<file path="src/rtl/change_dispenser.sv">
// Greedy change dispenser: plans coins one per cycle from inventory, then ejects them one per coin handshake.
// Latency N plan cycles + >=N eject cycles + 1 done cycle; coin_valid/coin_sel hold steady until coin_ready.
module change_dispenser #(
    parameter int COUNT_W    = 5,
    parameter int INIT_COUNT = 10
) (
    input  logic               clock,
    input  logic               reset,
    input  logic               req_valid,
    input  logic [7:0]         req_amount,
    output logic               req_ready,
    input  logic               dep_valid,
    input  logic [2:0]         dep_coin,
    output logic               coin_valid,
    output logic [2:0]         coin_sel,
    input  logic               coin_ready,
    output logic               done,
    output logic               ok,
    input  logic [2:0]         inv_sel,
    output logic [COUNT_W-1:0] inv_count
);
    typedef enum logic [2:0] {S_IDLE, S_PLAN, S_DISPENSE, S_DONE, S_FAIL} state_t;

    localparam int                 NCOIN    = 5;
    localparam logic [COUNT_W-1:0] CNT_MAX  = {COUNT_W{1'b1}};
    localparam logic [COUNT_W-1:0] CNT_INIT = COUNT_W'(INIT_COUNT);

    function automatic logic [7:0] coin_value(input logic [2:0] code);
        case (code)
            3'd0:    coin_value = 8'd1;
            3'd1:    coin_value = 8'd2;
            3'd2:    coin_value = 8'd5;
            3'd3:    coin_value = 8'd10;
            3'd4:    coin_value = 8'd20;
            default: coin_value = 8'd0;
        endcase
    endfunction

    state_t             state;
    state_t             state_n;
    logic [7:0]         rem;
    logic [7:0]         rem_n;
    logic [COUNT_W-1:0] inv    [NCOIN];
    logic [COUNT_W-1:0] plan   [NCOIN];
    logic [COUNT_W-1:0] plan_n [NCOIN];
    logic               pick_vld;
    logic [2:0]         pick;
    logic [2:0]         sel_n;
    logic               plan_empty;
    logic               hs;
    logic [NCOIN-1:0]   dep_hit;
    logic [NCOIN-1:0]   dec;

    assign hs        = coin_valid && coin_ready;
    assign inv_count = (inv_sel < 3'd5) ? inv[inv_sel] : '0;

    // Ascending scan so the highest eligible denomination wins.
    always_comb begin
        pick_vld = 1'b0;
        pick     = 3'd0;
        for (int d = 0; d < NCOIN; d++) begin
            if (coin_value(3'(d)) <= rem && inv[d] > plan[d]) begin
                pick_vld = 1'b1;
                pick     = 3'(d);
            end
        end
    end

    always_comb begin
        for (int d = 0; d < NCOIN; d++) begin
            dep_hit[d] = dep_valid && (dep_coin == 3'(d));
            dec[d]     = hs && (coin_sel == 3'(d));
        end
    end

    always_comb begin
        state_n = state;
        rem_n   = rem;
        for (int d = 0; d < NCOIN; d++) plan_n[d] = plan[d];
        case (state)
            S_IDLE: begin
                if (req_valid) begin
                    rem_n = req_amount;
                    for (int d = 0; d < NCOIN; d++) plan_n[d] = '0;
                    state_n = (req_amount == 8'd0) ? S_DONE : S_PLAN;
                end
            end
            S_PLAN: begin
                if (pick_vld) begin
                    plan_n[pick] = plan[pick] + COUNT_W'(1);
                    rem_n        = rem - coin_value(pick);
                    if (rem == coin_value(pick)) state_n = S_DISPENSE;
                end else begin
                    state_n = S_FAIL;
                end
            end
            S_DISPENSE: begin
                if (hs) plan_n[coin_sel] = plan[coin_sel] - COUNT_W'(1);
            end
            default: state_n = S_IDLE;
        endcase

        sel_n      = 3'd0;
        plan_empty = 1'b1;
        for (int d = 0; d < NCOIN; d++) begin
            if (plan_n[d] != '0) begin
                sel_n      = 3'(d);
                plan_empty = 1'b0;
            end
        end
        if (state == S_DISPENSE && hs && plan_empty) state_n = S_DONE;
    end

    always_ff @(posedge clock) begin
        if (reset) begin
            state      <= S_IDLE;
            rem        <= 8'd0;
            req_ready  <= 1'b1;
            coin_valid <= 1'b0;
            coin_sel   <= 3'd0;
            done       <= 1'b0;
            ok         <= 1'b0;
            for (int d = 0; d < NCOIN; d++) begin
                inv[d]  <= CNT_INIT;
                plan[d] <= '0;
            end
        end else begin
            state      <= state_n;
            rem        <= rem_n;
            req_ready  <= (state_n == S_IDLE);
            coin_valid <= (state_n == S_DISPENSE);
            coin_sel   <= sel_n;
            done       <= (state_n == S_DONE) || (state_n == S_FAIL);
            ok         <= (state_n == S_DONE);
            for (int d = 0; d < NCOIN; d++) begin
                plan[d] <= plan_n[d];
                // A deposit and an ejection of the same coin cancel, even when saturated.
                if (dec[d] && !dep_hit[d]) begin
                    inv[d] <= inv[d] - COUNT_W'(1);
                end else if (dep_hit[d] && !dec[d] && inv[d] != CNT_MAX) begin
                    inv[d] <= inv[d] + COUNT_W'(1);
                end
            end
        end
    end
endmodule

</file>
<file path="config.mk">
export PLATFORM = sky130hd
export DESIGN_NAME = change_dispenser
export DESIGN_NICKNAME = d
export VERILOG_FILES = /design/src/rtl/change_dispenser.sv
export SDC_FILE = /design/constraint.sdc
export NUM_CORES = 1
export LEC_CHECK = 0
export ABC_AREA = 0
export CAP_MARGIN = 20
export CORE_MARGIN = 3
export CORE_UTILIZATION = 50
export DETAILED_ROUTE_END_ITERATION = 8
export GPL_ROUTABILITY_DRIVEN = 0
export GPL_TIMING_DRIVEN = 0
export PLACE_DENSITY_LB_ADDON = 0.05
export REMOVE_ABC_BUFFERS = 1
export SETUP_SLACK_MARGIN = 0.1
export SKIP_LAST_GASP = 1
export SYNTH_ARGS = -nofsm -noshare
export SYNTH_HDL_FRONTEND = slang
export SYNTH_SLANG_ARGS = --single-unit
export TNS_END_PERCENT = 100
</file>
<file path="constraint.sdc">
create_clock -name clock -period 10.71 [get_ports clock]
set_input_delay 1.071 -clock clock [delete_from_list [all_inputs] [get_ports clock]]
set_output_delay 1.071 -clock clock [all_outputs]
set_load 0.005 [all_outputs]
</file>
==> out/metrics.yaml <==
worst_setup_path:
  worst_setup_path_end_kind: "flop"
  path_buf_inv: 3
  crit_top_cell: "inv_1"
  path_class: "reg -> reg"
  regToRegSetupSlack_ps: 5310
  start_kind: "flop"
  crit_path_top_delay_cell: "or4b_1"
  path_max_fanout: 15
  max_stage_delay_ps: 570
  cp_top_family: "simple AND/OR/NAND/NOR gates"
  worstPathRequired_ps: 10950
  crit_chain: "inv_1, ha_1, and3_1, a32o_1, a21oi_1, inv_1, nand4_1, and4_4, inv_1, ha_1, and3_1, a221oi_1, nand3_1, a211o_2, or4b_1, nor3_2, a41oi_2, and2_1"
  crit_arrival_ps: 5650
global_routing:
  grt_pass1_vias: 5043
  antenna_found_initial: 0
  gr-total-overflow: 0
  grt_usage_pct: 26.7
  grt_max_degree: 54
  grt_pass1_wl_um: 26600
drt:
  drc_errors: 0
  drt_iter0_markers: 548
  wirelength_um: 16400
  ant_nets: 0
  route.vias.total: 5192
  avgViaCountPerCell: 6.29
  drt-pass1-iter-count: 6
  wl_per_cell_um: 19.8
cts:
  cts_setup_buffers: 0
  ctsHoldBuffers: 0
  clk_latency_ps: 350
  cts_made_buffers: 9
  clock-sinks: 68
  cts_resized: 0
  clockBufferDepth: 2
  cts-root-buf: "clkbuf_16"
  cts_tree: "done"
  h-tree-depth: 3
  path_clk_slew_ps: 60
job:
  cap_violations: 0
yosys:
  postSynthCellCount: 660
  synth_warnings: 0
  synth-edff-count: 25
  synth_top_cell_by_area: "dfxtp_1"
  ys_seq_area_share_pct: 28.6
  synth_seq_cells: 68
  yosys.area.top_type_share_pct: 15.3
  synth_area_um2: 5630
  avgSynthCellArea_um2: 8.53
  ys_types: 79
  async_reset_ff_share_pct: 0
  synth_area_leaders: "dfxtp_1 15%, edfxtp_1 13%, ha_1 10%"
  ys.flop_type: "dfxtp_1"
final_layout:
  nNetsFinal: 752
  antenna_cells: 0
  drive_above_1_share_pct: 9.18
  area_growth_pct: 13.3
  fin_util_pct: 58.3
pwr:
  p_leak_uw: 0.00243
  vdd.ir_drop.worst_v: 0.000102
  power_density_nw_per_um2: 162
die:
  die_width_um: 112
  die-area_um2: 12600
  start_util_pct: 51.5
  top_level_ports: 31
  core_area_um2: 10900
  die_h_um: 112
  row_count: 38
sta:
  max_slew_margin_pct: 21.6
  hold_viol_final: 0
  setup_viol: 0
  worst_pin_slew_ps: 1170
  max_freq_mhz: 185
  finClkSkew_ps: 11.6
  drv_slew: 0
  fin_crit_ps: 5410
  rsz0062_at_grt: "no"
  hold_slack_ps: 521
  setup-tns-final_ps: 0
  fin_crit_sh_pct: 50.5
status:
  status: "completed"
placed_design:
  hpwl_um: 12500
  port_buffers: 30
min_path:
  hp-class: "reg -> reg"
[cell usage in the layout, fill, tap and decap left out, types with 19 or more instances in the layout]
master           synthesis  routed
nor3_1                  20      19
a21oi_1                 42      42
clkdlybuf4s50_1          0      29
nand2_1                 29      29
inv_1                   47      47
edfxtp_1                25      25
dfxtp_1                 43      43
ha_1                    47      47
nor2_1                  89      89
o21ai_0                 38      38
[worst paths after layout]
| kind | start | end | cells after the start |
|---|---|---|---|
| setup / recovery | plan[4][2]$_SDFF_PP0_ | coin_valid$_SDFF_PP0_ | 18 |
| setup reg to reg | plan[4][2]$_SDFF_PP0_ | coin_valid$_SDFF_PP0_ | 18 |
| hold / removal | rem[7]$_SDFFE_PP0P_ | rem[7]$_SDFFE_PP0P_ | 2 |
| hold reg to reg | rem[7]$_SDFFE_PP0P_ | rem[7]$_SDFFE_PP0P_ | 2 |
[through the flow]
stage                     cells  worst slack (ps)  total power, uW  area [um2]
final                       826              5310             1030        6380
after global routing        826              4990             1100        6380
after CTS                   826              5390             1030        6380
after detailed placement    810              5410              711        6060
after global placement      806              4450              701        6000
after floorplan             636              5720              593        5530
[flip-flops by register name, indices dropped and copies added (netlist names)]
| name | count |
|---|---|
| inv | 25 |
| ok | 1 |
| coin_valid | 1 |
| plan | 25 |
| done | 1 |
| req_ready | 1 |
| state | 3 |
| coin_sel | 3 |
| rem | 8 |
[cell families after synthesis]
logic type | share of synthesized area [%]
compound gates | 22.2
xor+xnor | 4.05
fa+ha+maj | 12.2
buf+inv | 4.91
flops | 28.6
mux | 6.36
simple gates | 21.6
[power breakdown]
part / total, uW / switching (uW) / internal (uW)
combinational: 385 / 224 / 160
sequential: 331 / 42.0 / 289
clock: 317 / 117 / 200
total: 1030 / 383 / 650
[metal layers]
layer | GRT usage (%) | vias up | share of wire, %
met5 | 0 | - | 0
met4 | 9.70 | 0 | 2.4
met3 | 7.01 | 35 | 8.2
met2 | 39.8 | 233 | 44
met1 | 37.3 | 2449 | 45
li1 | - | 2475 | -
[tightest hold or removal path, stage by stage (launching register included)]
cell and delay (ps):
dfxtp_1 340, inv_1 60, a221oi_1 60
[synthesized netlist by cell type (5+ instances only)]
library cell	number
a211oi_1	11
a21o_1	16
a21oi_1	42
a221oi_1	8
a222oi_1	8
a31oi_1	6
and3_1	12
clkbuf_1	20
dfxtp_1	43
edfxtp_1	25
fa_1	5
ha_1	47
inv_1	47
mux2i_1	11
mux4_2	10
nand2_1	29
nand2b_1	14
nand3_1	15
nand4_1	8
nor2_1	89
nor2b_1	13
nor3_1	20
o21ai_0	38
o31ai_1	7
or2_2	9
xnor2_1	18
xor2_1	8
[final cells by class]
class                           instances  area [um2]
Sequential cell                        68        1610
Clock inverter                          4        53.8
Inverter                               47         176
Multi-Input combinational cell        521        3750
Fill cell                            1001        4560
Timing Repair Buffer                   34         342
Clock buffer                           12         267
Tap cell                              140         175
Power figures use the tool's default switching activity.
